`config.mk`:
```
export PLATFORM = sky130hd
export DESIGN_NAME = uart_rx_loader
export DESIGN_NICKNAME = d
export VERILOG_FILES = /design/src/rtl/uart_pkg.sv /design/src/rtl/uart_rx_byte.sv /design/src/rtl/uart_rx_loader.sv
export SDC_FILE = /design/constraint.sdc
export NUM_CORES = 1
export LEC_CHECK = 0
export ABC_AREA = 1
export BUFFER_PORTS_ARGS = -buffer_cell sky130_fd_sc_hd__buf_4
export CAP_MARGIN = 20
export CORE_AREA = 5 5 93 95
export CTS_CLUSTER_DIAMETER = 30
export DETAILED_ROUTE_END_ITERATION = 8
export DIE_AREA = 0 0 98 100
export HOLD_SLACK_MARGIN = 0.06
export PLACE_DENSITY = 0.71
export SETUP_SLACK_MARGIN = 0.4
export SYNTH_ARGS = -nofsm -noshare
export SYNTH_HDL_FRONTEND = slang
export SYNTH_SLANG_ARGS = --single-unit
```
`constraint.sdc`:
```
create_clock -name clk_sys_i -period 2.41 [get_ports clk_sys_i]
set_input_delay 0.1205 -clock clk_sys_i [delete_from_list [all_inputs] [get_ports clk_sys_i]]
set_output_delay 0.1205 -clock clk_sys_i [all_outputs]
set_load 0.03 [all_outputs]
```
`src/rtl/uart_pkg.sv`:
```
// UART receive loader shared types, frame constants and bit-period math.
// Build with UART_RX_PARITY_EN defined to add an even-parity bit per frame.
package uart_pkg;

  localparam int DATA_BITS  = 8;
  localparam int WORD_BYTES = 4;

`ifdef UART_RX_PARITY_EN
  typedef enum logic [2:0] {
    IDLE,
    START,
    DATA,
    PARITY,
    STOP
  } rx_state_e;
`else
  typedef enum logic [2:0] {
    IDLE,
    START,
    DATA,
    STOP
  } rx_state_e;
`endif

  function automatic int div_of(int clk_freq, int baud);
    return clk_freq / baud;
  endfunction

  function automatic int half_of(int clk_freq, int baud);
    return div_of(clk_freq, baud) / 2;
  endfunction

endpackage

```
`src/rtl/uart_rx_byte.sv`:
```
// Serial byte receiver: line synchronizer, baud counter and frame FSM.
// UART_RX_PARITY_EN adds an even-parity state between data and stop.
module uart_rx_byte
  import uart_pkg::*;
#(
  parameter int CLK_FREQ = 10_000_000,
  parameter int BAUD     = 115200
) (
  input  logic       clk,
  input  logic       rst_n,
  input  logic       rx,
  input  logic       clear,
  output logic       byte_valid,
  output logic       byte_err,
  output logic [7:0] byte_data,
  output logic       busy
);

  localparam int DIV  = div_of(CLK_FREQ, BAUD);
  localparam int HALF = half_of(CLK_FREQ, BAUD);
  localparam int CW   = $clog2(DIV);

  logic          s1, s2, s3;
  logic          fall;
  rx_state_e     state, state_d;
  logic [CW-1:0] cnt, cnt_d;
  logic [2:0]    bits, bits_d;
  logic [7:0]    shreg, shreg_d;
  logic          tick;
`ifdef UART_RX_PARITY_EN
  logic          par_err, par_err_d;
`else
  logic          par_err;
  assign par_err = 1'b0;
`endif

  // s3 is the previous synchronized level, used only for edge detection
  always_ff @(posedge clk or negedge rst_n) begin
    if (!rst_n) begin
      s1 <= 1'b1;
      s2 <= 1'b1;
      s3 <= 1'b1;
    end else begin
      s1 <= rx;
      s2 <= s1;
      s3 <= s2;
    end
  end

  assign fall = s3 & ~s2;
  assign tick = (cnt == CW'(DIV - 1));

  always_ff @(posedge clk or negedge rst_n) begin
    if (!rst_n) begin
      state <= IDLE;
      cnt   <= '0;
      bits  <= '0;
      shreg <= '0;
`ifdef UART_RX_PARITY_EN
      par_err <= 1'b0;
`endif
    end else begin
      state <= state_d;
      cnt   <= cnt_d;
      bits  <= bits_d;
      shreg <= shreg_d;
`ifdef UART_RX_PARITY_EN
      par_err <= par_err_d;
`endif
    end
  end

  always_comb begin
    state_d    = state;
    cnt_d      = cnt + 1'b1;
    bits_d     = bits;
    shreg_d    = shreg;
    byte_valid = 1'b0;
    byte_err   = 1'b0;
`ifdef UART_RX_PARITY_EN
    par_err_d  = par_err;
`endif
    unique case (state)
      IDLE: begin
        cnt_d  = '0;
        bits_d = '0;
`ifdef UART_RX_PARITY_EN
        par_err_d = 1'b0;
`endif
        if (fall) state_d = START;
      end
      START: begin
        if (cnt == CW'(HALF - 1)) begin
          cnt_d   = '0;
          state_d = s2 ? IDLE : DATA;
        end
      end
      DATA: begin
        if (tick) begin
          cnt_d   = '0;
          shreg_d = {s2, shreg[7:1]};
          bits_d  = bits + 1'b1;
          if (bits == 3'(DATA_BITS - 1)) begin
`ifdef UART_RX_PARITY_EN
            state_d = PARITY;
`else
            state_d = STOP;
`endif
          end
        end
      end
`ifdef UART_RX_PARITY_EN
      PARITY: begin
        if (tick) begin
          cnt_d     = '0;
          par_err_d = (s2 != ^shreg);
          state_d   = STOP;
        end
      end
`endif
      STOP: begin
        if (tick) begin
          cnt_d      = '0;
          state_d    = IDLE;
          byte_valid = s2 & ~par_err;
          byte_err   = ~s2 | par_err;
        end
      end
      default: state_d = IDLE;
    endcase
    // a clear aborts any frame, including one completing this cycle
    if (clear) begin
      state_d    = IDLE;
      cnt_d      = '0;
      byte_valid = 1'b0;
      byte_err   = 1'b0;
    end
  end

  assign byte_data = shreg;
  assign busy      = (state != IDLE);

endmodule

```
`src/rtl/uart_rx_loader.sv`:
```
// Packs received UART bytes little-endian into 32-bit words and writes them
// to sequential addresses. UART_RX_PARITY_EN enables per-frame even parity.
module uart_rx_loader
  import uart_pkg::*;
#(
  parameter int CLK_FREQ = 10_000_000,
  parameter int BAUD     = 115200,
  parameter int WORDS    = 16
) (
  input  logic                     clk_sys_i,
  input  logic                     rstn_i,
  input  logic                     rx_i,
  input  logic                     clear_i,
  output logic                     wr_en_o,
  output logic [$clog2(WORDS)-1:0] wr_addr_o,
  output logic [31:0]              wr_data_o,
  output logic                     load_done_o,
  output logic                     frame_err_o,
  output logic                     busy_o
);

  localparam int AW = $clog2(WORDS);

  logic          byte_valid;
  logic          byte_err;
  logic [7:0]    byte_data;
  logic [1:0]    idx;
  logic [23:0]   partial;
  logic [AW-1:0] addr;
  logic          last;

  uart_rx_byte #(
    .CLK_FREQ(CLK_FREQ),
    .BAUD    (BAUD)
  ) u_byte (
    .clk       (clk_sys_i),
    .rst_n     (rstn_i),
    .rx        (rx_i),
    .clear     (clear_i),
    .byte_valid(byte_valid),
    .byte_err  (byte_err),
    .byte_data (byte_data),
    .busy      (busy_o)
  );

  assign last = (addr == AW'(WORDS - 1));

  always_ff @(posedge clk_sys_i or negedge rstn_i) begin
    if (!rstn_i) begin
      idx         <= '0;
      partial     <= '0;
      addr        <= '0;
      wr_en_o     <= 1'b0;
      wr_addr_o   <= '0;
      wr_data_o   <= '0;
      load_done_o <= 1'b0;
      frame_err_o <= 1'b0;
    end else begin
      wr_en_o <= 1'b0;
      if (clear_i) begin
        idx         <= '0;
        addr        <= '0;
        wr_addr_o   <= '0;
        load_done_o <= 1'b0;
        frame_err_o <= 1'b0;
      end else begin
        if (byte_err) frame_err_o <= 1'b1;
        if (byte_valid && !load_done_o) begin
          idx <= idx + 1'b1;
          if (idx == 2'(WORD_BYTES - 1)) begin
            wr_en_o     <= 1'b1;
            wr_data_o   <= {byte_data, partial};
            wr_addr_o   <= addr;
            addr        <= last ? '0 : addr + 1'b1;
            load_done_o <= last;
          end else begin
            // oldest byte shifts down so three bytes land as {b2,b1,b0}
            partial <= {byte_data, partial[23:8]};
          end
        end
      end
    end
  end

endmodule

```
==> impl_metrics.xml <==
<?xml version="1.0" encoding="UTF-8"?>
<metrics>
  <group name="run_status">
    <metric name="status" unit="">finished, final reports clean</metric>
  </group>
  <group name="setup_path">
    <metric name="reg2reg_slack" unit="ns">0.58</metric>
    <metric name="critical-path-top-delay-family" unit="">simple AND/OR/NAND/NOR gates</metric>
    <metric name="critical_path.slowest_cell" unit="">sky130_fd_sc_hd__dfrtp_1</metric>
    <metric name="worst_r2r_path_depth" unit="">10</metric>
    <metric name="worstSetupEndpointType" unit="">flop</metric>
    <metric name="worstSetupStartpointType" unit="">flop</metric>
    <metric name="crit_reg_reg_endpoint" unit="">partial[15]</metric>
    <metric name="worstPathBufferInverterCount" unit="">3</metric>
    <metric name="crit_path_max_incr_delay" unit="ns">0.42</metric>
    <metric name="required" unit="ns">2.64</metric>
    <metric name="critical_path.reg2reg.startpoint" unit="">u_byte.cnt[1]</metric>
    <metric name="cp_max_fo" unit="">26</metric>
    <metric name="worstPathCellList" unit="">inv_1, ha_1, nand2_1, nor2_1, nand2_2, inv_2, nand3b_4, buf_12, nand2_1, o21ai_1</metric>
    <metric name="critical-path-top-cell-by-count" unit="">sky130_fd_sc_hd__nand2_1</metric>
    <metric name="worstSetupPathType" unit="">reg -&gt; reg</metric>
    <metric name="cp.arrival" unit="ns">2.06</metric>
  </group>
  <group name="power_and_ir_drop">
    <metric name="share_seq_of_total_power" unit="">0.552</metric>
    <metric name="vdd.ir_drop.worst" unit="mV">0.291</metric>
    <metric name="sw_frac_of_total" unit="">0.261</metric>
    <metric name="cellLeakagePower" unit="nW">2.16</metric>
    <metric name="power.net_switching" unit="mW">0.760</metric>
    <metric name="power.combinational.fraction" unit="">0.085</metric>
    <metric name="power_report.internal_total" unit="mW">2.15</metric>
    <metric name="power-per-cell-area" unit="mW/mm2">656</metric>
    <metric name="power_share_of_the_clock_group" unit="">0.363</metric>
  </group>
  <group name="drt">
    <metric name="route.vias.total" unit="">2692</metric>
    <metric name="detail_route.vias_per_cell" unit="">4.84</metric>
    <metric name="dr.first_iter.drc_count" unit="">183</metric>
    <metric name="totalWireLength" unit="um">6910</metric>
    <metric name="ant_nets" unit="">0</metric>
    <metric name="drt-pass1-iter-count" unit="">4</metric>
    <metric name="drcViolationCount" unit="">0</metric>
    <metric name="mean_routed_wirelength_per_cell" unit="um">12.4</metric>
  </group>
  <group name="synth">
    <metric name="yosys_warnings" unit="">0</metric>
    <metric name="seq_area_frac_synth" unit="">0.610</metric>
    <metric name="synthCells" unit="">403</metric>
    <metric name="ys_seq_elements" unit="">92</metric>
    <metric name="mean_instance_size_in_the_synthesized_netlist" unit="um2">9.38</metric>
    <metric name="synth_top_area_cell" unit="">sky130_fd_sc_hd__dfrtp_1</metric>
    <metric name="ys.flop_type" unit="">sky130_fd_sc_hd__dfrtp_1</metric>
    <metric name="leading_post_synthesis_cells_by_cell_area" unit="">sky130_fd_sc_hd__dfrtp_1 (59%), sky130_fd_sc_hd__nand2_1 (12%), sky130_fd_sc_hd__o21ai_0 (4.9%), sky130_fd_sc_hd__inv_1 (4.4%), sky130_fd_sc_hd__o21ai_1 (4.0%)</metric>
    <metric name="post_synth_num_cell_types" unit="">26</metric>
    <metric name="mappedNetlistNets" unit="">414</metric>
    <metric name="synth-edff-count" unit="">0</metric>
    <metric name="yosysMostFrequentCell" unit="">sky130_fd_sc_hd__nand2_1</metric>
    <metric name="syn_area" unit="mm2">0.00378</metric>
    <metric name="synth_top_area_frac" unit="">0.589</metric>
    <metric name="synth-async-reset-ratio" unit="">1.00</metric>
    <metric name="list_of_most_frequent_post_synthesis_cells" unit="">sky130_fd_sc_hd__nand2_1 (116), sky130_fd_sc_hd__dfrtp_1 (89), sky130_fd_sc_hd__inv_1 (44)</metric>
  </group>
  <group name="sta">
    <metric name="final_setup_tns" unit="ns">0</metric>
    <metric name="finalCritPeriodShare" unit="">0.759</metric>
    <metric name="report.final.slew_viol_count" unit="">0</metric>
    <metric name="grt_setup_unrepaired" unit="">true</metric>
    <metric name="max_freq" unit="GHz">0.547</metric>
    <metric name="worstMarginPinSlew" unit="ns">0.616</metric>
    <metric name="fin_skew" unit="ns">0.0114</metric>
    <metric name="period_minus_slack" unit="ns">1.83</metric>
    <metric name="maxSlewHeadroom" unit="">0.589</metric>
    <metric name="hold_viol" unit="">0</metric>
    <metric name="setup_viol" unit="">0</metric>
  </group>
  <group name="floorplanning">
    <metric name="placement_rows" unit="">32</metric>
    <metric name="design.portCount" unit="">44</metric>
    <metric name="floorplan.die.width" unit="um">98</metric>
    <metric name="fp.dieArea" unit="mm2">0.00980</metric>
    <metric name="die_height" unit="um">100</metric>
    <metric name="start_util" unit="">0.494</metric>
    <metric name="core_region_area" unit="mm2">0.00765</metric>
  </group>
  <group name="grt">
    <metric name="wire_length_of_the_first_global_routing_pass" unit="um">12500</metric>
    <metric name="grt_util_overall" unit="">0.156</metric>
    <metric name="grt-ovfl-total" unit="">0</metric>
    <metric name="via_count_of_the_first_global_routing_pass" unit="">2782</metric>
    <metric name="pin_count_of_the_biggest_net_entering_global_routing" unit="">48</metric>
    <metric name="grt_antenna_before_repair" unit="">0</metric>
  </group>
  <group name="finish">
    <metric name="syn2layout_area_growth" unit="%">17.3</metric>
    <metric name="nFillCells" unit="">680</metric>
    <metric name="area.sequential" unit="mm2">0.00231</metric>
    <metric name="num_antenna_cells" unit="">0</metric>
    <metric name="multi_input_comb_area" unit="mm2">0.00121</metric>
    <metric name="fin_nets" unit="">460</metric>
    <metric name="postLayoutCoreUtil" unit="">0.580</metric>
    <metric name="layout-drive-gt1-share" unit="">0.167</metric>
  </group>
  <group name="clock_tree">
    <metric name="cts-root-buf" unit="">sky130_fd_sc_hd__clkbuf_8</metric>
    <metric name="cts_made_buffers" unit="">9</metric>
    <metric name="clk_latency" unit="ns">0.35</metric>
    <metric name="tritoncts" unit="">done</metric>
    <metric name="maximum_number_of_buffers_from_clock_root_to_sink" unit="">2</metric>
    <metric name="cts_htree_levels" unit="">3</metric>
    <metric name="clock_pin_slew_of_the_registers_on_the_worst_case_setup_and_hold_paths" unit="ns">0.09</metric>
    <metric name="clock_sink_count" unit="">92</metric>
  </group>
  <group name="placed_design">
    <metric name="place.gp.congestion" unit="">0.852</metric>
    <metric name="port-buffer-count" unit="">43</metric>
    <metric name="post-dp-hpwl" unit="um">4730</metric>
  </group>
  <group name="min_path">
    <metric name="timing.hold.worst.class" unit="">in -&gt; reg</metric>
    <metric name="timing.hold.worst_path_depth" unit="">4</metric>
    <metric name="worst_hold_path.endpoint" unit="">addr[2]</metric>
    <metric name="worst_hold_startpoint" unit="">clear_i</metric>
  </group>
  <group name="run">
    <metric name="max_cap_violations" unit="">0</metric>
  </group>
</metrics>
## cells in the final DEF (no fill, tap or decap), drive strengths merged
master and count:
nand2 117, dfrtp 89, o21ai 67, inv 49, buf 48, nand3 22, nor2 21, clkbuf 9
ha 7, nor3 5, xor2 3, dfstp 3, xnor2 2, a21oi 2, dlygate4sd3 2, clkinv 2
clkinvlp 1, nand3b 1, a31oi 1, nor3b 1, o31ai 1, bufinv 1
## logic make-up (layout without fill, tap and decap cells)
kind of cell / Yosys count / count (layout) / synth area share
XOR/XNOR: 5 / 5 / 0.0116
flip-flops: 92 / 92 / 0.610
AO/OA/AOI/OAI: 71 / 71 / 0.0950
AND/OR/NAND/NOR: 167 / 167 / 0.185
buffers and inverters: 61 / 112 / 0.0748
adder cells (fa/ha/maj): 7 / 7 / 0.0232
## registers in the layout, indices dropped and copies added (netlist names)
name,count
wr_en_o,1
u_byte.s2,1
partial,24
u_byte.state,2
wr_data_o,32
u_byte.cnt,7
u_byte.s3,1
load_done_o,1
frame_err_o,1
u_byte.s1,1
idx,2
addr,4
u_byte.byte_data,8
wr_addr_o,4
u_byte.bits,3
## repair_timing
action | CTS | global route
hold buffers | 2 | 0
endpoints found under the setup margin | 2 | 32
gates resized for setup | 1 | 4
buffers inserted | 0 | 0
endpoints found under the hold margin | 44 | 0
## how the worst max path moves through the flow
stage | slack [ns] | from | to | cells past startpoint
after floorplan | 0.85 | u_byte.cnt[1] | load_done_o | 11
after global placement | 0.47 | u_byte.cnt[1] | partial[18] | 10
after detailed placement | 0.40 | u_byte.cnt[1] | partial[23] | 10
after CTS | 0.51 | u_byte.cnt[1] | wr_data_o[20] | 9
after global routing | 0.37 | u_byte.cnt[1] | partial[23] | 10
final | 0.58 | u_byte.cnt[1] | partial[15] | 10
## power by group through the flow
stage	Clock, mW	Combinational, mW	Sequential [mW]
final	1.06	0.247	1.61
after global routing	1.16	0.294	1.61
after CTS	1.10	0.254	1.61
after detailed placement	0	0.251	1.64
after global placement	0	0.246	1.64
after floorplan	0	0.162	1.63
## worst register-to-register path: stages, from the launching register on
cell and delay, ns:
sky130_fd_sc_hd__dfrtp_1 0.42, sky130_fd_sc_hd__inv_1 0.07, sky130_fd_sc_hd__ha_1 0.13, sky130_fd_sc_hd__nand2_1 0.05, sky130_fd_sc_hd__nor2_1 0.10, sky130_fd_sc_hd__nand2_2 0.11, sky130_fd_sc_hd__inv_2 0.18, sky130_fd_sc_hd__nand3b_4 0.28
sky130_fd_sc_hd__buf_12 0.27, sky130_fd_sc_hd__nand2_1 0.06, sky130_fd_sc_hd__o21ai_1 0.07
## layout make-up
class                      count  area share
clock buffer                   9      0.0279
clock inverter                 7      0.0183
inverter                      46      0.0398
multi-input combinational    250       0.272
sequential                    92       0.520
tap                          102      0.0288
timing repair buffer          50      0.0931
## per-stage QoR
stage	worst slack (ns)	area (um2)	std cells	hold WS (ns)	power [mW]
floorplan	0.852	3780	403	-0.175	1.79
global placement	0.468	4180	538	0.175	1.88
detailed placement	0.404	4180	538	0.184	1.89
CTS	0.506	4420	556	0.0653	2.96
global route	0.373	4440	556	0.0902	3.07
finish	0.582	4440	556	0.0922	2.91
## layer usage
layer | up-vias | share of wire | track usage
met5 | - | 0 | 0
met3 | 4 | 0.056 | 0.0375
li1 | 1367 | - | -
met4 | 0 | 0.0080 | 0.0671
met2 | 49 | 0.47 | 0.248
met1 | 1272 | 0.47 | 0.204
Note: power is estimated with default switching activity, not from simulation.
